$ cat config.mk
export PLATFORM = sky130hd
export DESIGN_NAME = seq_divider
export DESIGN_NICKNAME = d
export VERILOG_FILES = /design/src/rtl/seq_divider.sv
export SDC_FILE = /design/constraint.sdc
export NUM_CORES = 1
export LEC_CHECK = 0
export CAP_MARGIN = 5
export CORE_MARGIN = 2
export CORE_UTILIZATION = 45
export DETAILED_ROUTE_END_ITERATION = 16
export GPL_TIMING_DRIVEN = 1
export PLACE_DENSITY = 0.65
export SLEW_MARGIN = 15
export SYNTH_ARGS = -nofsm -noshare
export SYNTH_HDL_FRONTEND = slang
export SYNTH_SLANG_ARGS = --single-unit
$ cat constraint.sdc
create_clock -name clk -period 7.8 [get_ports clk]
set_input_delay 1.95 -clock clk [delete_from_list [all_inputs] [get_ports clk]]
set_output_delay 1.95 -clock clk [all_outputs]
set_load 0.02 [all_outputs]
$ cat src/rtl/seq_divider.sv
// seq_divider: sequential non-restoring divider, signed or unsigned, one quotient bit per CALC cycle.
// Status outputs are registered from the state, so they appear one cycle after the state they report.
module seq_divider #(
  parameter int N = 32
) (
  input  logic         clk,
  input  logic         rst_n,
  input  logic         start,
  input  logic         signed_op,
  input  logic [N-1:0] dividend,
  input  logic [N-1:0] divisor,
  output logic         busy,
  output logic         done,
  output logic [N-1:0] quotient,
  output logic [N-1:0] remainder,
  output logic         div_by_zero
);
  localparam int CW = $clog2(N) + 1;
  typedef enum logic [1:0] {IDLE, CALC, FIXUP, DONE} state_t;
  state_t        state;
  logic [CW-1:0] cnt;
  logic [N:0]    pr, dm, pr_sh, pr_nx, dm_in;
  logic [N-1:0]  dq, dv_mag, rem_mag, q_out, r_out;
  logic          sop, dsgn, vsgn, accept;
  always_comb begin
    accept  = start && (state == IDLE || state == DONE);
    dv_mag  = (signed_op && dividend[N-1]) ? -dividend : dividend;
    dm_in   = {1'b0, (signed_op && divisor[N-1]) ? -divisor : divisor};
    pr_sh   = {pr[N-1:0], dq[N-1]};
    pr_nx   = pr[N] ? pr_sh + dm : pr_sh - dm;
    rem_mag = pr[N] ? pr[N-1:0] + dm[N-1:0] : pr[N-1:0];
    q_out   = (sop && (dsgn ^ vsgn)) ? -dq : dq;
    r_out   = (sop && dsgn) ? -rem_mag : rem_mag;
  end
  // dq shifts dividend bits out of its MSB while quotient bits fill in from the LSB
  always_ff @(posedge clk or negedge rst_n)
    if (!rst_n) begin
      state       <= IDLE;
      cnt         <= '0;
      pr          <= '0;
      dm          <= '0;
      dq          <= '0;
      sop         <= 1'b0;
      dsgn        <= 1'b0;
      vsgn        <= 1'b0;
      busy        <= 1'b0;
      done        <= 1'b0;
      quotient    <= '0;
      remainder   <= '0;
      div_by_zero <= 1'b0;
    end else begin
      busy <= state == CALC || state == FIXUP;
      done <= state == DONE;
      if (accept) begin
        sop         <= signed_op;
        dsgn        <= dividend[N-1];
        vsgn        <= divisor[N-1];
        dq          <= dv_mag;
        dm          <= dm_in;
        pr          <= '0;
        cnt         <= '0;
        state       <= (divisor == '0) ? DONE : CALC;
        div_by_zero <= divisor == '0;
        if (divisor == '0) begin
          quotient  <= '1;
          remainder <= dividend;
        end
      end else if (state == CALC) begin
        pr    <= pr_nx;
        dq    <= {dq[N-2:0], ~pr_nx[N]};
        cnt   <= cnt + 1'b1;
        state <= (cnt == CW'(N - 1)) ? FIXUP : CALC;
      end else if (state == FIXUP) begin
        quotient  <= q_out;
        remainder <= r_out;
        state     <= DONE;
      end else if (state == DONE) begin
        state <= IDLE;
      end
    end
endmodule

Word level (Yosys, flattened, before mapping)
Cells that the tools add are included.
{"block": "totals", "latch_bits": 0, "inputBits": 68, "mem_bits_rw": 0, "register_bits": 175, "word_cells": 68, "mem_count": 0, "output_inout_bits": 67, "romBits": 0}
{"block": "classes", "bitwise_logic": 2, "n_addsub": 8, "n_mul": 0, "n_lt_le_gt_ge": 0, "n_eq_ne": 6, "muxes": 26, "shift": 0, "n_div": 0, "reduce_logical": 13}
{"cell": "two-way mux 32 bit", "n": 15}
{"cell": "negation 32 bit", "n": 4}
{"cell": "two-way mux 33 bit", "n": 3}
{"cell": "adder 33 x 32 -> 33 bit", "n": 1}
{"cell": "subtractor 33 x 32 -> 33 bit", "n": 1}
{"cell": "adder 32 bit", "n": 1}
{"cell": "logical NOT 32 bit", "n": 1}
{"cell": "two-way mux 2 bit", "n": 6}
{"cell": "two-way mux 6 bit", "n": 2}
{"cell": "adder 6 x 1 -> 6 bit (second input constant)", "n": 1}
{"cell": "equality test 6 x 5 -> 1 bit (second input constant)", "n": 1}
{"cell": "logical AND 1 bit", "n": 5}
{"cell": "equality test 2 bit (second input constant)", "n": 2}
{"cell": "nonzero test 2 bit", "n": 2}
{"cell": "nonzero test 4 bit", "n": 1}
{"cell": "AND reduction 3 bit", "n": 1}
{"cell": "equality test 2 x 1 -> 1 bit (second input constant)", "n": 1}
{"cell": "logical NOT 2 bit", "n": 1}
{"cell": "logical OR 1 bit", "n": 2}
{"cell": "!= test 2 x 1 -> 1 bit (second input constant)", "n": 1}
{"cell": "!= test 2 bit (second input constant)", "n": 1}
{"cell": "inverter 1 bit", "n": 1}
{"cell": "XOR 1 bit", "n": 1}

Depth between registers and ports, before layout
{"block": "logic_depth", "word_depth": 7, "mapped_depth": 20, "ltp_nobuf": 18}

Worst setup path before layout
Ideal clock, no wire load.
{"block": "synth_path", "path_type": "flip-flop to flip-flop", "start": "reg pr[32]", "end": "reg dq[0]", "setup_time_ns": 0.132, "path_slack_ns": 2.784, "arrival_time_ns": 4.884, "required_ns": 7.668, "n_path_buf": 6, "path_stages_with_launch": 21, "synth_period_minus_slack_ns": 5.016, "path_cell_list": "dfrtp_1 > clkbuf_1 > clkbuf_1 > buf_2 > buf_1 > buf_1 > clkbuf_1 > nor2_1 > xor2_1 > ha_1 > nor2b_1 > o21ai_0 > a21boi_0 > nor3_1 > o21ai_0 > o41ai_1 > o31ai_1 > a21oi_1 > o21ai_0 > mux2_2 > a2bb2oi_1"}
{"block": "synth_between", "elab_chain_len": 4}
{"item": "start: declaration", "line": "22", "rtl": "logic [N:0] pr, dm, pr_sh, pr_nx, dm_in;"}
{"item": "start signal: assignment", "line": "69", "rtl": "pr <= pr_nx;"}
{"item": "two-way mux 33 bit", "line": "30", "rtl": "pr_nx = pr[N] ? pr_sh + dm : pr_sh - dm;"}
{"item": "inverter 1 bit", "line": "70", "rtl": "dq <= {dq[N-2:0], ~pr_nx[N]};"}
{"item": "two-way mux 32 bit", "line": "68", "rtl": "end else if (state == CALC) begin"}
{"item": "two-way mux 32 bit", "line": "54", "rtl": "if (accept) begin"}
{"item": "end signal: assignment", "line": "58", "rtl": "dq <= dv_mag;"}
{"item": "end signal: assignment", "line": "70"}
{"item": "end: declaration", "line": "23", "rtl": "logic [N-1:0] dq, dv_mag, rem_mag, q_out, r_out;"}
Every way passes these cells. The select of a mux whose other input is x is not followed.
A chain may end at the register's enable or synchronous reset.

Final worst setup path
{"block": "layout_path", "start": "in divisor[4]", "end": "reg remainder[20]"}
{"block": "layout_between", "elab_chain_len": 3}
{"item": "start: declaration", "line": "11", "rtl": "input logic [N-1:0] divisor,"}
{"item": "logical NOT 32 bit", "line": "64", "rtl": "if (divisor == '0) begin"}
{"item": "!= test 2 x 1 -> 1 bit (no source line)"}
{"item": "AND reduction 3 bit (no source line)"}
{"item": "end signal: assignment", "line": "66", "rtl": "remainder <= dividend;"}
{"item": "end signal: assignment", "line": "75", "rtl": "remainder <= r_out;"}
{"item": "end: declaration", "line": "15", "rtl": "output logic [N-1:0] remainder,"}
Every way passes these cells.

==> metrics.md <==
| Metric | Value |
|---|---|
| Status | finished, final reports clean |
| Post-synthesis sequential area ratio | 30.6% |
| Slew HR | 27.1% |
| Row cnt | 65 |
| DP HPWL | 30300 µm |
| PwrDens | 541 nW/µm² |
| Worst vdd ir | 0.262 mV |
| DR WL/cell | 17.5 µm |
| Final setup vio count | 0 |
| Crit. End Element | flip-flop |
| Hold buffers post-CTS | 0 |
| Final Cycle Share | 75.1% |
| Slowest stage delay, CP | 0.71 ns |
| Core Area | 31400 µm² |
| Port buffer count | 134 |
| Crit-path cells | clkdlybuf4s50_1, nor4_1, nand4_1, or3_1, nor3_2, nand2_1, or4_1, o21ai_4, buf_12, and3_1, a21oi_1, o21ai_0 |
| Slew of the pin with the lowest slew margin | 1.09 ns |
| I/O Pins | 135 |
| CP bufs+invs | 2 |
| Post-synth EDFFs | 0 |
| Pwr Total | 8.90 mW |
| Initial antenna violation count | 0 |
| Worst-Skew Late Latency | 0.45 ns |
| Clk slew on worst S/H paths | 0.07 ns |
| Fill cell count | 2988 |
| Setup TNS | 0 ns |
| Finished Layout Cells | 2275 |
| Final hold viol count | 0 |
| Clk sinks | 175 |
| Vias | 13200 |
| Avg Inst Size Synth | 7.99 µm² |
| Fin. max-slew vios | 0 |
| Post-CTS Resized | 0 |
| WP data required | 8.15 ns |
| Final Hold Slack | 0.505 ns |
| Antenna Nets Post-Route | 0 |
| Ratio of cells with drive above 1 in the final layout | 4.11% |
| Skew final | 0.0199 ns |
| Yosys warns | 0 |
| Routed WL | 39800 µm |
| Setup repair bufs after CTS | 0 |
| Remaining Overflow, GRT | 0 |
| Die Ht | 182 µm |
| First-pass GRT wire length | 65100 µm |
| Largest delay share family, worst path | simple AND/OR/NAND/NOR gates |
| Worst path slowest cell | o21ai_4 |
| Total Routing Usage GR | 24.3% |
| Switching Fraction | 50.7% |
| N_diodes | 0 |
| Synthesized net count | 1933 |
| Synth unique cells | 87 |
| Clock buffer count from CTS | 17 |
| Final Wtd Congestion | 0.918 |
| Clock power frac | 9.7% |
| Post-synth ARST share | 100% |
| Max Clk Rate | 171 MHz |
| Placed insts | 2244 |
| H-tree depth | 4 |
| Largest net degree at the start of global routing | 79 |
| CTS Buffer Depth | 2 |
| CP Class | input port to flip-flop |
| Root buf cell | clkbuf_16 |
| Placement Cell Area | 15900 µm² |
| Worst min path class | flip-flop to flip-flop |
| Tmin final | 5.85 ns |
| Vias in the first global route | 12500 |
| Combinational share of power | 70.4% |
| Sequential share of power | 19.9% |
| Main synth FF type | dfrtp_1 |
| Initial drt markers | 966 |
| RSZ-0062 raised after global routing | false |
| Initial core utilization | 45.6% |
| Die area | 33200 µm² |
| Design Area, Final | 16400 µm² |
| CTS tree | done |
| First-pass DRT Iterations | 5 |
| Cell-internal power | 4.38 mW |
| Seq cells post-synth | 175 |
| Arr. time, crit path | 6.20 ns |
| Maxcap violations | 0 |
| Leakage power total | 7.06 nW |
| Die width | 182 µm |
| Residual DRC | 0 |
| Startpoint Class | input port |
| Worst-path maximum fanout | 49 |
| Post-Syn Instances | 1791 |
| Via density | 5.82 |
| Switch Pwr | 4.51 mW |
| Nets | 2003 |
| Synthesis-to-layout area growth | 15.0% |
| Post-Syn Area | 14300 µm² |
-- final timing paths --
kind | from | depth (start not counted) | end | slack, ns
setup / recovery | divisor[4] | 12 | remainder[20] | 1.95
hold / removal | div_by_zero | 2 | div_by_zero | 0.50
setup reg to reg | dm[3] | 14 | dq[0] | 2.46
hold reg to reg | div_by_zero | 2 | div_by_zero | 0.50
max in group asynchronous | rst_n | 2 | dm[20] | 5.10
min in group asynchronous | rst_n | 1 | quotient[7] | 1.49
-- cell usage after synthesis, drive strengths merged, types with 15 or more instances --
cell type    n  area [µm²]
buf         21        85.1
xnor2       95         832
inv         44         165
nand3       30         150
nor3        55         280
o31ai       21         158
xor2        86         753
ha          72         901
dfrtp      175        4380
nor2       207         777
or3         19         119
and3        15        93.8
o21ai      153         773
a211oi      18         140
mux2i       61         611
nand2      188         706
clkbuf      72         292
nor3b       17         144
a21oi      179         900
a31oi       32         200
nor4        19         134
a21o        28         210
-- area by class of cell --
type / count / area [µm²] / area share (%)
Multi-Input combinational cell: 1477 / 9400 / 57.2
Sequential cell: 175 / 4380 / 26.6
Timing Repair Buffer: 144 / 1430 / 8.70
Tap cell: 402 / 503 / 3.06
Clock buffer: 18 / 429 / 2.61
Inverter: 46 / 173 / 1.05
Clock inverter: 13 / 128 / 0.776
-- layout by cell type (no fill, tap or decap), types with 18 or more instances in the layout --
cell type        count
dfrtp_1            174
nor2_1             207
a21oi_1            178
mux2i_1             61
nand2_1            187
xor2_1              86
or3_1               19
clkdlybuf4s50_1    133
inv_1               44
nor3_1              54
ha_1                71
nand3_1             30
nor4_1              18
xnor2_1             95
a21o_1              28
a31oi_1             32
o21ai_0            149
o31ai_1             21
-- through the flow --
step | utilization, % | setup WS [ns]
finish | 52.4 | 1.95
detailed placement | 50.6 | 1.47
CTS | 52.4 | 1.92
global route | 52.4 | 1.58
floorplan | - | 2.78
global placement | 50.6 | 1.53
-- worst register-to-register path, delay by kind of cell, from the launching register on --
kind            cells  cell delay, ns
mux                 1            0.45
compound gates      4            1.28
xor+xnor            1            0.17
fa+ha+maj           1            0.38
simple gates        7            2.43
flops               1            0.48
-- flip-flops by register name, summed over array words and instances (netlist names) --
signal	cells
state	2
div_by_zero	1
busy	1
remainder	32
quotient	32
pr	33
dsgn	1
vsgn	1
cnt	6
dm	32
dq	32
done	1
sop	1
-- cells by family (layout without fill, tap and decap cells) --
family / after synthesis / after routing / share of synthesized area (%)
adder cells (fa/ha/maj): 74 / 74 / 6.58
XOR/XNOR: 181 / 181 / 11.1
buffers and inverters: 139 / 221 / 3.84
multiplexers: 65 / 65 / 4.58
AO/OA/AOI/OAI: 529 / 529 / 22.5
AND/OR/NAND/NOR: 628 / 628 / 20.8
flip-flops: 175 / 175 / 30.6
-- power by group through the flow --
| stage | Combinational [mW] | Sequential, mW | Clock (mW) |
|---|---|---|---|
| 2_1_floorplan | 5.06 | 1.57 | 0 |
| 3_3_place_gp | 6.03 | 1.76 | 0 |
| 3_5_place_dp | 6.18 | 1.78 | 0 |
| 4_1_cts | 6.22 | 1.76 | 0.875 |
| 5_1_grt | 7.05 | 1.83 | 0.915 |
| 6_report | 6.27 | 1.77 | 0.861 |
-- metal layers --
metal	routed length, µm	global-route usage (%)
met5	0	1.04
met4	853	7.00
met3	1900	3.37
met2	18400	39.9
met1	18700	33.3
No activity file was read; power rests on OpenSTA's default activity.
